## config.mk

```make
export PLATFORM = sky130hd
export DESIGN_NAME = exe_mem_pipe_reg
export DESIGN_NICKNAME = d
export VERILOG_FILES = /design/src/rtl/exe_mem_pipe_reg_pkg.sv /design/src/rtl/exe_mem_pipe_reg_skid.sv /design/src/rtl/exe_mem_pipe_reg.sv
export SDC_FILE = /design/constraint.sdc
export NUM_CORES = 1
export LEC_CHECK = 0
export ABC_AREA = 1
export BUFFER_PORTS_ARGS = -buffer_cell sky130_fd_sc_hd__buf_2
export CORE_MARGIN = 2
export CORE_UTILIZATION = 30
export DETAILED_ROUTE_END_ITERATION = 10
export MAX_ROUTING_LAYER = met4
export PLACE_DENSITY_LB_ADDON = 0.12
export SYNTH_ARGS = -nofsm -noshare
export SYNTH_HDL_FRONTEND = slang
export SYNTH_SLANG_ARGS = --single-unit
```

## constraint.sdc

```tcl
create_clock -name i_clk -period 2.42 [get_ports i_clk]
set_input_delay 0.484 -clock i_clk [delete_from_list [all_inputs] [get_ports i_clk]]
set_output_delay 0.484 -clock i_clk [all_outputs]
set_load 0.01 [all_outputs]
```

## src/rtl/exe_mem_pipe_reg_pkg.sv

```systemverilog
// -----------------------------------------------------------------------------
// exe_mem_pipe_reg_pkg
// Shared pipeline definitions for the EXE/MEM stage register and its ID/EX and
// MEM/WB siblings.
//   occ_state_e  : occupancy state encoding (value equals the entry count)
//   pipe_ctrl_t  : write-back / memory control bits carried with every entry
//   gate_ctrl    : forces control bits low for a bubble
//   payload_width: packed width of a full stage payload for given data widths
// The full payload struct depends on the stage's width parameters, so each
// stage declares it locally around pipe_ctrl_t.
// -----------------------------------------------------------------------------
package exe_mem_pipe_reg_pkg;

  typedef enum logic [1:0] {
    OCC_EMPTY = 2'd0,
    OCC_ONE   = 2'd1,
    OCC_TWO   = 2'd2
  } occ_state_e;

  typedef struct packed {
    logic wb_en;
    logic mem_r_en;
    logic mem_w_en;
  } pipe_ctrl_t;

  localparam int PIPE_CTRL_W = 3;

  // Bubbles must never expose stale enables to forwarding/hazard logic.
  function automatic pipe_ctrl_t gate_ctrl(input pipe_ctrl_t ctrl, input logic valid);
    if (valid) begin
      return ctrl;
    end else begin
      return pipe_ctrl_t'(3'b000);
    end
  endfunction

  function automatic int payload_width(input int data_w, input int reg_addr_w);
    return PIPE_CTRL_W + (2 * data_w) + reg_addr_w;
  endfunction

endpackage

```

## src/rtl/exe_mem_pipe_reg_skid.sv

```systemverilog
// -----------------------------------------------------------------------------
// pipe_skid_buf
// Generic valid/ready buffer with flush, holding up to two entries (SKID=1,
// registered o_ready) or one entry (SKID=0, o_ready combinational from i_ready).
// Ports:
//   i_clk, i_rst (sync, active-low), i_flush
//   i_valid / o_ready / i_data  : upstream handshake and payload
//   o_valid / i_ready / o_data  : downstream handshake and head payload
//   o_state                     : occupancy state (EMPTY / ONE / TWO)
// -----------------------------------------------------------------------------
module pipe_skid_buf
  import exe_mem_pipe_reg_pkg::*;
#(
  parameter int W    = 8,
  parameter bit SKID = 1'b1
) (
  input  logic         i_clk,
  input  logic         i_rst,
  input  logic         i_flush,
  input  logic         i_valid,
  output logic         o_ready,
  input  logic [W-1:0] i_data,
  output logic         o_valid,
  input  logic         i_ready,
  output logic [W-1:0] o_data,
  output occ_state_e   o_state
);

  occ_state_e   r_state;
  occ_state_e   w_state_nxt;
  logic [W-1:0] r_head;
  logic [W-1:0] r_skid;
  logic         w_in_fire;
  logic         w_out_fire;
  logic         w_load_head_in;
  logic         w_load_head_skid;
  logic         w_load_skid;

  // Handshake outputs decoded from the state register.
  // With SKID=0 the single entry can be replaced while it leaves, so ready
  // follows the downstream ready; TWO is unreachable in that mode.
  always_comb begin
    o_valid = (r_state != OCC_EMPTY);
    if (SKID) begin
      o_ready = (r_state != OCC_TWO);
    end else begin
      o_ready = (r_state == OCC_EMPTY) | i_ready;
    end
  end

  assign w_in_fire  = i_valid & o_ready;
  assign w_out_fire = o_valid & i_ready;

  // Next-state and load-enable decode; flush discards everything, including
  // a same-cycle input.
  always_comb begin
    w_state_nxt      = r_state;
    w_load_head_in   = 1'b0;
    w_load_head_skid = 1'b0;
    w_load_skid      = 1'b0;
    if (i_flush) begin
      w_state_nxt = OCC_EMPTY;
    end else begin
      case (r_state)
        OCC_EMPTY: begin
          if (w_in_fire) begin
            w_state_nxt    = OCC_ONE;
            w_load_head_in = 1'b1;
          end else begin
            w_state_nxt = OCC_EMPTY;
          end
        end
        OCC_ONE: begin
          if (w_in_fire && w_out_fire) begin
            w_state_nxt    = OCC_ONE;
            w_load_head_in = 1'b1;
          end else if (w_in_fire) begin
            w_state_nxt = OCC_TWO;
            w_load_skid = 1'b1;
          end else if (w_out_fire) begin
            w_state_nxt = OCC_EMPTY;
          end else begin
            w_state_nxt = OCC_ONE;
          end
        end
        OCC_TWO: begin
          if (w_out_fire) begin
            w_state_nxt      = OCC_ONE;
            w_load_head_skid = 1'b1;
          end else begin
            w_state_nxt = OCC_TWO;
          end
        end
        default: begin
          w_state_nxt = OCC_EMPTY;
        end
      endcase
    end
  end

  // State register.
  always_ff @(posedge i_clk) begin
    if (!i_rst) begin
      r_state <= OCC_EMPTY;
    end else begin
      r_state <= w_state_nxt;
    end
  end

  // Payload registers; reset and flush zero them so no partial entry survives.
  always_ff @(posedge i_clk) begin
    if (!i_rst || i_flush) begin
      r_head <= {W{1'b0}};
      r_skid <= {W{1'b0}};
    end else begin
      if (w_load_head_in) begin
        r_head <= i_data;
      end else if (w_load_head_skid) begin
        r_head <= r_skid;
      end
      if (w_load_skid) begin
        r_skid <= i_data;
      end
    end
  end

  assign o_data  = r_head;
  assign o_state = r_state;

endmodule

```

## src/rtl/exe_mem_pipe_reg.sv

```systemverilog
// -----------------------------------------------------------------------------
// exe_mem_pipe_reg
// EXE->MEM pipeline register with valid/ready flow control, flush and an
// optional two-entry skid buffer.
// Ports:
//   i_clk, i_rst (sync, active-low), i_flush
//   i_in_valid / o_in_ready          : execute-stage handshake
//   i_in_wb_en, i_in_mem_r_en, i_in_mem_w_en, i_in_alu_result,
//   i_in_wb_reg_dest, i_in_val_rm    : incoming payload
//   o_out_valid / i_out_ready        : memory-stage handshake
//   o_out_*                          : head payload, control bits gated by valid
//   o_occupancy                      : held entries (0..2)
// -----------------------------------------------------------------------------
module exe_mem_pipe_reg
  import exe_mem_pipe_reg_pkg::*;
#(
  parameter int DATA_W     = 32,
  parameter int REG_ADDR_W = 4,
  parameter bit SKID       = 1'b1
) (
  input  logic                  i_clk,
  input  logic                  i_rst,
  input  logic                  i_flush,
  input  logic                  i_in_valid,
  output logic                  o_in_ready,
  input  logic                  i_in_wb_en,
  input  logic                  i_in_mem_r_en,
  input  logic                  i_in_mem_w_en,
  input  logic [DATA_W-1:0]     i_in_alu_result,
  input  logic [REG_ADDR_W-1:0] i_in_wb_reg_dest,
  input  logic [DATA_W-1:0]     i_in_val_rm,
  output logic                  o_out_valid,
  input  logic                  i_out_ready,
  output logic                  o_out_wb_en,
  output logic                  o_out_mem_r_en,
  output logic                  o_out_mem_w_en,
  output logic [DATA_W-1:0]     o_out_alu_result,
  output logic [REG_ADDR_W-1:0] o_out_wb_reg_dest,
  output logic [DATA_W-1:0]     o_out_val_rm,
  output logic [1:0]            o_occupancy
);

  typedef struct packed {
    pipe_ctrl_t            ctrl;
    logic [DATA_W-1:0]     alu_result;
    logic [REG_ADDR_W-1:0] wb_reg_dest;
    logic [DATA_W-1:0]     val_rm;
  } payload_t;

  localparam int PAYLOAD_W = payload_width(DATA_W, REG_ADDR_W);

  payload_t               w_in_pl;
  payload_t               w_head_pl;
  logic [PAYLOAD_W-1:0]   w_in_bits;
  logic [PAYLOAD_W-1:0]   w_head_bits;
  logic                   w_out_valid;
  occ_state_e             w_state;
  pipe_ctrl_t             w_ctrl_gated;

  // Pack the execute-stage fields into one payload word.
  always_comb begin
    w_in_pl.ctrl.wb_en    = i_in_wb_en;
    w_in_pl.ctrl.mem_r_en = i_in_mem_r_en;
    w_in_pl.ctrl.mem_w_en = i_in_mem_w_en;
    w_in_pl.alu_result    = i_in_alu_result;
    w_in_pl.wb_reg_dest   = i_in_wb_reg_dest;
    w_in_pl.val_rm        = i_in_val_rm;
  end

  assign w_in_bits = w_in_pl;
  assign w_head_pl = payload_t'(w_head_bits);

  pipe_skid_buf #(
    .W    (PAYLOAD_W),
    .SKID (SKID)
  ) u_skid (
    .i_clk   (i_clk),
    .i_rst   (i_rst),
    .i_flush (i_flush),
    .i_valid (i_in_valid),
    .o_ready (o_in_ready),
    .i_data  (w_in_bits),
    .o_valid (w_out_valid),
    .i_ready (i_out_ready),
    .o_data  (w_head_bits),
    .o_state (w_state)
  );

  assign w_ctrl_gated = gate_ctrl(w_head_pl.ctrl, w_out_valid);

  // Unpack the head entry; data fields are held, control fields gated.
  always_comb begin
    o_out_valid       = w_out_valid;
    o_out_wb_en       = w_ctrl_gated.wb_en;
    o_out_mem_r_en    = w_ctrl_gated.mem_r_en;
    o_out_mem_w_en    = w_ctrl_gated.mem_w_en;
    o_out_alu_result  = w_head_pl.alu_result;
    o_out_wb_reg_dest = w_head_pl.wb_reg_dest;
    o_out_val_rm      = w_head_pl.val_rm;
    o_occupancy       = w_state;
  end

endmodule

```

==> metrics <==
result of the run=completed; area enclosed by the die boundary=25,400 µm²; final setup violation count=0; slew at the pin closest to its max-slew limit=0.539 ns; post-route standard cell area excluding fillers=8370 µm²; dominant cells by area after synthesis=dfxtp_1 40%, nand3_1 9.9%, a21oi_1 9.8%; Clock Tree Root=clkbuf_16; vias in the first global route=6,156; Reg area=2880 µm²; Avg WL per Cell=15.5 µm; Rows=56; total of cells resized after clock tree synthesis=0; clock tree from TritonCTS=built; post-CTS setup buffers=0; buffers from clock root to sink, at most=2; unrepaired setup endpoints after global routing=no; Vias per Instance=4.69; Die Y=159 µm; leakage power figure=0.00366 µW; number of sinks handled by clock tree synthesis=144; wire length of the first global-routing pass=35,000 µm; count of H-tree levels built during CTS=4; cell with the most instances after synthesis=inv_1; count of cell types in the netlist=19; number of synthesis warnings=0; count of boundary I/O pins=151; fill cell instance count of the final layout=2,624; multi-input logic area=2910 µm²; net count of the mapped netlist=1,120; total CTS buffers=17; average cell area after synthesis=6.93 µm²; total number of vias=6,615; number of nets in the finished design=1,152; share of synthesized registers carrying an async set or reset=0%; fin crit period=2.00 ns; commonest register cell after synthesis=dfxtp_1; portion of synthesized cell area occupied by the leading cell type=39.9%; post-detailed-placement half-perimeter wirelength=12,900 µm; number of hold buffers added after CTS=0; register bit total from synthesis=144; Initial Util=30.7%; number of hold violations in the final report=0; total routing resource utilization after global routing=17.7%; Slew headroom=64.1%; final worst clock skew=0.0107 ns; placed cell area=7750 µm²; critical path type=register to output pin; worst ir drop on vdd=0.400 mV; first-pass iteration count of the detailed router=5; fraction of the cycle the final worst path needs=82.6%; most numerous cell types in the synthesized netlist=150 x inv_1, 147 x nand2_1, 144 x dfxtp_1, 143 x nand3_1, 142 x a21oi_1; nature of the critical path endpoint=output pin; number of synthesized flops with an enable pin=0; category of the worst setup path launch point=register; core region area=23,500 µm²; clock network latency to the later pin of the worst-skew pair=0.42 ns; maximum clock frequency=500 MHz; I/O Buffers=150; number of pins exceeding their max-slew limit in the final report=0; DRT iter0 DRCs=378; Pwr Density=688 nW/µm²; worst hold slack=0.298 ns; Syn Std Cell Area=7230 µm²; worst min-delay path category=input pin to register; cell type with the highest aggregate area in the netlist=dfxtp_1; Routed Wire Length=21,900 µm; number of cells produced by synthesis=1,044; data required time at the worst endpoint=1.94 ns; largest net degree at the start of global routing=95; largest driver fanout on the critical path=14; data arrival time of the critical path=1.52 ns; total gr overflow=0; x dimension of the die=159 µm; drt drc=0; area growth from synthesis to final layout=15.7%; initial antenna violation count=1; final weighted congestion in routability-driven placement=0.707; share of layout cells above drive strength 1=19.5%; Post-DRT Antenna Nets=0; Post-Route Setup TNS=0 ns; MaxCap Viol Count=0; clock-pin slew on the worst setup and hold paths=0.06 ns; sequential-to-total area share from yosys stat=39.9%
-- per-layer routing --
layer,vias to the layer above,GRT usage (%),share of wire [%]
li1,3421,-,-
met1,3065,23.5,48
met2,123,27.7,47
met3,6,4.32,4.2
met4,0,3.39,0.56
met5,-,-,0
-- layout make-up --
class                      count  share of cell area, %
sequential                   144                   34.5
clock buffer                  22                   5.67
multi-input combinational    589                   34.7
inverter                     154                   6.91
timing repair buffer         170                   11.8
clock inverter                 9                   1.59
antenna                        2                 0.0598
tap                          319                   4.77
-- final timing paths --
path | startpoint | end | slack [ns] | depth (start not counted)
max | u_skid.o_state[1] | o_in_ready | 0.42 | 4
min | i_out_ready | u_skid.o_state[1] | 0.30 | 2
max reg2reg | u_skid.o_state[0] | u_skid.r_skid[21] | 0.65 | 6
min reg2reg | u_skid.r_skid[29] | u_skid.r_skid[29] | 0.44 | 2
-- critical path: stages, from the launching register on --
cell and delay (ns):
dfxtp_1 0.47, inv_2 0.07, nor2_4 0.33, inv_1 0.07, buf_2 0.15
-- cells by family after synthesis --
group | after synthesis | synth area share [%]
buffers and inverters | 311 | 20.7
DFF | 144 | 39.9
and+or+nand+nor | 375 | 24.6
AOI/OAI and AO/OA | 214 | 14.8
-- placed cells by master (no fill, tap or decap), types with 3 or more instances in the layout --
cell / netlist / layout
buf_2: 54 / 150
inv_1: 150 / 149
nand2_1: 147 / 145
dfxtp_1: 144 / 144
a21oi_1: 142 / 142
nand3_1: 143 / 142
nand4_1: 71 / 71
o21ai_0: 63 / 63
clkbuf_16: 0 / 17
buf_4: 70 / 13
o21ai_1: 9 / 9
nor2_1: 9 / 7
buf_12: 0 / 7
inv_2: 4 / 5
nor2_4: 0 / 3
clkbuf_8: 0 / 3
bufinv_16: 0 / 3
-- where the power goes --
| part | internal (µW) | switching, µW | leakage [µW] |
|---|---|---|---|
| sequential | 2420 | 25.6 | 0.00117 |
| clock | 1700 | 1050 | 0.000292 |
| combinational | 190 | 369 | 0.00220 |
-- stage by stage --
stage / utilization [%] / setup slack [ns] / power [µW] / cells
after floorplan: - / 0.927 / 2870 / 1044
after detailed placement: 32.9 / 0.595 / 3060 / 1376
after global routing: 35.5 / 0.240 / 6010 / 1408
after CTS: 35.5 / 0.369 / 5850 / 1407
after global placement: 32.9 / 0.611 / 3060 / 1376
final: 35.5 / 0.421 / 5750 / 1409
-- registers in the layout, indices dropped and copies added (netlist names) --
name / count
u_skid.o_data: 71
u_skid.o_state: 2
u_skid.r_skid: 71
Note: power is estimated with default switching activity, not from simulation.
